`src/rtl/fetch_decode_queue.sv`:
```
// fetch_decode_queue
//   Small circular FIFO between instruction fetch and decode. Each entry
//   holds {pc, pc4, instruction}. Fetch pushes with a valid/ready handshake,
//   and decode pops the head with its own valid/ready handshake. A flush
//   (control-flow redirect) discards every buffered entry at the next edge.
//
//   Optional feature macro: FETCH_QUEUE_BYPASS_EN
//     When defined and the queue is empty, an incoming entry is presented to
//     decode in the same cycle. If decode accepts it, the entry is never
//     written. When undefined, latency is exactly one cycle and there is no
//     combinational path from in_* to out_*.
//
// Ports
//   clk        rising-edge clock
//   rst        asynchronous active-low reset
//   in_valid   fetch presents an entry
//   in_pc      pc of fetched instruction
//   in_pc4     pc + 4 as produced by fetch
//   in_instr   fetched instruction word
//   in_ready   queue can accept an entry (not full)
//   flush      redirect: discard all entries
//   out_valid  head entry valid toward decode
//   out_pc     head pc
//   out_pc4    head pc4
//   out_instr  head instruction
//   out_ready  decode accepts the head entry
//   count      occupancy, 0..DEPTH
module fetch_decode_queue #(
  parameter int DEPTH = 4,
  parameter int AW    = 2,
  parameter int XLEN  = 32
) (
  input  logic            clk,
  input  logic            rst,
  input  logic            in_valid,
  input  logic [XLEN-1:0] in_pc,
  input  logic [XLEN-1:0] in_pc4,
  input  logic [XLEN-1:0] in_instr,
  output logic            in_ready,
  input  logic            flush,
  output logic            out_valid,
  output logic [XLEN-1:0] out_pc,
  output logic [XLEN-1:0] out_pc4,
  output logic [XLEN-1:0] out_instr,
  input  logic            out_ready,
  output logic [AW:0]     count
);

  localparam logic [AW:0] FULL = (AW+1)'(DEPTH);

  logic [AW-1:0] wr_ptr_reg;
  logic [AW-1:0] rd_ptr_reg;
  logic [AW:0]   count_reg;

  logic [XLEN-1:0] pc_mem    [DEPTH];
  logic [XLEN-1:0] pc4_mem   [DEPTH];
  logic [XLEN-1:0] instr_mem [DEPTH];

  logic nonempty;
  logic push;
  logic pop;

  assign nonempty = (count_reg != '0);
  // Full-only ready: keeps decode's stall off the fetch-side timing path.
  assign in_ready = (count_reg != FULL);
  // Storage pop; with bypass active the queue is empty so this stays low.
  assign pop      = nonempty & ~flush & out_ready;
  assign count    = count_reg;

`ifdef FETCH_QUEUE_BYPASS_EN
  logic bypass;
  assign bypass    = ~nonempty & in_valid & ~flush;
  assign out_valid = (nonempty & ~flush) | bypass;
  assign out_pc    = bypass ? in_pc    : pc_mem[rd_ptr_reg];
  assign out_pc4   = bypass ? in_pc4   : pc4_mem[rd_ptr_reg];
  assign out_instr = bypass ? in_instr : instr_mem[rd_ptr_reg];
  // A bypassed entry that decode takes immediately is never stored.
  assign push      = in_valid & in_ready & ~flush & ~(bypass & out_ready);
`else
  assign out_valid = nonempty & ~flush;
  assign out_pc    = pc_mem[rd_ptr_reg];
  assign out_pc4   = pc4_mem[rd_ptr_reg];
  assign out_instr = instr_mem[rd_ptr_reg];
  assign push      = in_valid & in_ready & ~flush;
`endif

  // Entry storage. Cleared on reset so the head reads 0 afterwards; a flush
  // only moves the pointers and leaves the contents alone.
  always_ff @(posedge clk or negedge rst) begin
    if (!rst) begin
      for (int i = 0; i < DEPTH; i++) begin
        pc_mem[i]    <= '0;
        pc4_mem[i]   <= '0;
        instr_mem[i] <= '0;
      end
    end else if (push) begin
      pc_mem[wr_ptr_reg]    <= in_pc;
      pc4_mem[wr_ptr_reg]   <= in_pc4;
      instr_mem[wr_ptr_reg] <= in_instr;
    end
  end

  // Pointers wrap by natural AW-bit overflow; flush has top priority.
  always_ff @(posedge clk or negedge rst) begin
    if (!rst) begin
      wr_ptr_reg <= '0;
      rd_ptr_reg <= '0;
      count_reg  <= '0;
    end else if (flush) begin
      wr_ptr_reg <= '0;
      rd_ptr_reg <= '0;
      count_reg  <= '0;
    end else begin
      if (push) wr_ptr_reg <= wr_ptr_reg + 1'b1;
      if (pop)  rd_ptr_reg <= rd_ptr_reg + 1'b1;
      case ({push, pop})
        2'b10:   count_reg <= count_reg + 1'b1;
        2'b01:   count_reg <= count_reg - 1'b1;
        default: count_reg <= count_reg;
      endcase
    end
  end

endmodule
```
`config.mk`:
```
export PLATFORM = sky130hd
export DESIGN_NAME = fetch_decode_queue
export DESIGN_NICKNAME = d
export VERILOG_FILES = /design/src/rtl/fetch_decode_queue.sv
export SDC_FILE = /design/constraint.sdc
export NUM_CORES = 1
export LEC_CHECK = 0
export CORE_MARGIN = 3
export CORE_UTILIZATION = 40
export CTS_CLUSTER_DIAMETER = 50
export DETAILED_ROUTE_END_ITERATION = 16
export HOLD_SLACK_MARGIN = 0.03
export PLACE_DENSITY = 0.66
export SYNTH_ARGS = -nofsm -noshare
export SYNTH_HDL_FRONTEND = slang
export SYNTH_SLANG_ARGS = --single-unit
```
`constraint.sdc`:
```
create_clock -name clk -period 2.02 [get_ports clk]
set_input_delay 0.303 -clock clk [delete_from_list [all_inputs] [get_ports clk]]
set_output_delay 0.303 -clock clk [all_outputs]
set_load 0.03 [all_outputs]
```
==> impl_results.md <==
- Synth top area share: 0.567
- Buf/Inv on CP: 3
- Post-synthesis xor/xnor area fraction: 0.000508
- Critical-path top delay cell: mux4_2
- H-tree depth: 2
- Main synth FF type: dfrtp_1
- Final min period: roughly 2.4 ns
- Ys async rst share: 1.00
- Placed cell areas: slightly above 0.02 mm²
- Final worst setup slack: -0.396 ns
- Skew final: around 0.016 ns
- # fillers: around 3,400
- Nets: 1,401
- Setup-failing EPs final: 96
- Length of routed met3 wiring: between 2 and 2.5 mm
- Avg Inst Size Synth: 17.4 µm²
- Seq pwr share: 0.399
- Sw frac: 0.288
- Slew headroom: 0.721
- Failing checks: negative setup slack
- CP Max Fanout: 11
- Hold_ws: 0.243 ns
- WL/cell: 21.9 µm
- Starting Density: 0.409
- Share of cells above drive strength 1: 0.477
- Vias in the first global route: approximately 11,000
- Clk slew on worst S/H paths: 0.06 ns
- Tot GR Track Use: 0.174
- Vias: 9,850
- Syn nets: between 1,000 and 1,500
- Post-synthesis adder-cell area fraction: 0.00406
- Mux share of post-synthesis cell area: 0.378
- Crit path DAT: 2.11 ns
- Delay-heaviest family, CP: multiplexers
- Fin. Hold Viols: 0
- Sequential area share after synthesis: 0.567
- Final period util: 1.20
- Placer congestion estimate: about 0.73
- Multi-input gate area: between 0.006 and 0.007 mm²
- Post-route DRC: 0
- Worst Tran Pin Value: 0.419 ns
- Die W: 214 µm
- Antenna-violating nets left: 0
- CTS max path bufs: 3
- Power Dens Cells: 1210 mW/mm²
- Reg2reg start: count[0]
- Core footprint: 0.0422 mm²
- RSZ-0062 raised after global routing: yes
- Overflow left after global routing: 0
- Internal power: 19,900 µW
- Area grow syn2layout: 33.2%
- Sum of routed wire length over all layers: between 40 and 50 mm
- Finished Cell Area: about 0.023 mm²
- Syn Std Cell Area: 0.0173 mm²
- Cell variety after synth: 36
- Crit Reg-Reg Endpoint: instr_mem[100]
- Detailed Route Iter0 Violations: 423
- Comb power frac: 0.296
- HPWL after detailed placement: around 25 mm
- Critical Path Max Stage Delay: 0.56 ns
- Hold Path Class: input port to async pin
- Clock latency on the worst-skew pair: 0.57 ns
- Max Cap Viol: 0
- Compound-Gate Fraction of Synth Area: 0.00551
- Final Power: 27,900 µW
- Setup CP Type: register to output port
- Worst path depth: 4
- Synthesized flop and latch total: 391
- Largest net degree at the start of global routing: 45
- Most common cell after layout, fill and taps aside: dfrtp_1
- LEAKAGE: roughly 0.01 µW
- Largest family of logic cells by synthesized area: multiplexers
- R2R Setup Slk: 0.05 ns
- Critical Path Start: rd_ptr_reg[0]
- Post-synth EDFFs: 0
- Final Util: 0.544
- Router iterations before antenna repair: 4
- Cells after synthesis: 993
- Crit-path cells: buf_12 > buf_12 > mux4_2 > buf_6
- Crit path top cell by count: buf_12
- Total die area: 0.0457 mm²
- Initial antenna violation count: 2
- Startpoint Class: register
- Largest registers: instr_mem x128, pc4_mem x128, pc_mem x128
- I/O pin total: 202
- Synth Area in Simple Gates: 0.0123
- VDD IR max: 0.668 mV
- CP Capture Type: output port
- PortBufs: 201
- WP data required: 1.72 ns
- Max frequency: 0.414 GHz
- Clock share of power: 0.305
- Yosys top cell by area: dfrtp_1
- Die H: 214 µm
- R2R depth: 8
- Row cnt: 75
- Ranking of synthesized cells by area: dfrtp_1 (57%), mux2_2 (15%), mux4_2 (13%)
- YS warnings: 0
- TritonCTS Buffers: 47
- Most frequent cells in the layout: dfrtp_1 (386), mux2_2 (218), mux2_1 (159)
- Flip-flop and latch area: slightly below 0.01 mm²
- Clock Tree Root: clkbuf_16
- Psw: about 8100 µW
- Number of vias per cell: between 5 and 6
- # clock sinks: 391
- First-pass GRT wire length: 61.3 mm
- Fin. max-slew vios: 0
- Setup_tns: -31.10 ns
- Met1 WL: 18.1 mm
- Met2 wire len: 19.8 mm
- Worst Setup EP: out_pc[0]
- CTS tree: built
- Top sig layer: met5
- Status: complete, but fails checks
power by group through the flow:
stage,Combinational [µW],Sequential (µW),Clock [µW]
floorplan,5090,10900,0
global placement,7350,11200,0
detailed placement,7500,11300,0
CTS,7970,11100,8800
global route,8810,11400,9130
finish,8250,11100,8530
cell usage after synthesis, drive strengths merged (2+ instances only):
cell type,instances
nand2,3
o21ai,2
clkbuf,12
a21oi,4
nor2b,3
nand3,9
mux2i,2
nor2,3
mux4,96
o2111ai,2
inv,4
nand2b,5
ha,4
buf,55
dfrtp,391
mux2,385
worst reg2reg max path: stages, from the launching register on:
cell and delay, ns:
dfrtp_2 0.42, buf_6 0.12, nor3b_4 0.24, inv_4 0.11, buf_6 0.15, nand3_4 0.12
buf_12 0.16, buf_6 0.18, mux2_2 0.35
routing by layer:
layer  GRT usage  up-vias
li1            -     4349
met1       0.234     5251
met2       0.285      198
met3      0.0426       50
met4      0.0463        2
met5           0        -
worst min-delay path by stage:
stage / from / to / slack, ns / cells after the start
2_1_floorplan: rst / count[0] / 0.007 / 0
3_3_place_gp: rst / instr_mem[97] / 0.25 / 1
3_5_place_dp: rst / instr_mem[97] / 0.25 / 1
4_1_cts: rst / instr_mem[97] / 0.22 / 2
5_1_grt: rst / instr_mem[97] / 0.25 / 2
6_report: rst / instr_mem[97] / 0.24 / 2
final cells by class:
cell class              count  share of cell area
well taps                 539              0.0293
flip-flops and latches    391               0.426
diodes                      2            0.000218
repair buffers            320               0.171
multi-input cells         531               0.303
inverters                   4            0.000762
clock buffers              64              0.0579
clock inverters            22              0.0113
cells by family after synthesis:
| family | Yosys count |
|---|---|
| AO/OA/AOI/OAI | 14 |
| XOR/XNOR | 1 |
| adder cells (fa/ha/maj) | 5 |
| buffers and inverters | 71 |
| flip-flops | 391 |
| multiplexers | 483 |
| AND/OR/NAND/NOR | 28 |
repair_timing:
item                       in CTS  in global routing
cloned                          4                 13
hold endpoints to repair      198                  0
setup endpoints to repair     102                231
setup buffers                  17                 15
pin swaps                       5                  5
hold buffers                    1                  0
gates resized for setup       513                 78
through the flow:
step	instances	setup WS [ns]
final	1873	-0.396
after global routing	1871	-0.481
after CTS	1846	-0.488
after detailed placement	1738	-0.271
after global placement	1738	-0.280
after floorplan	993	-0.135
(Power assumes the default switching activity.)
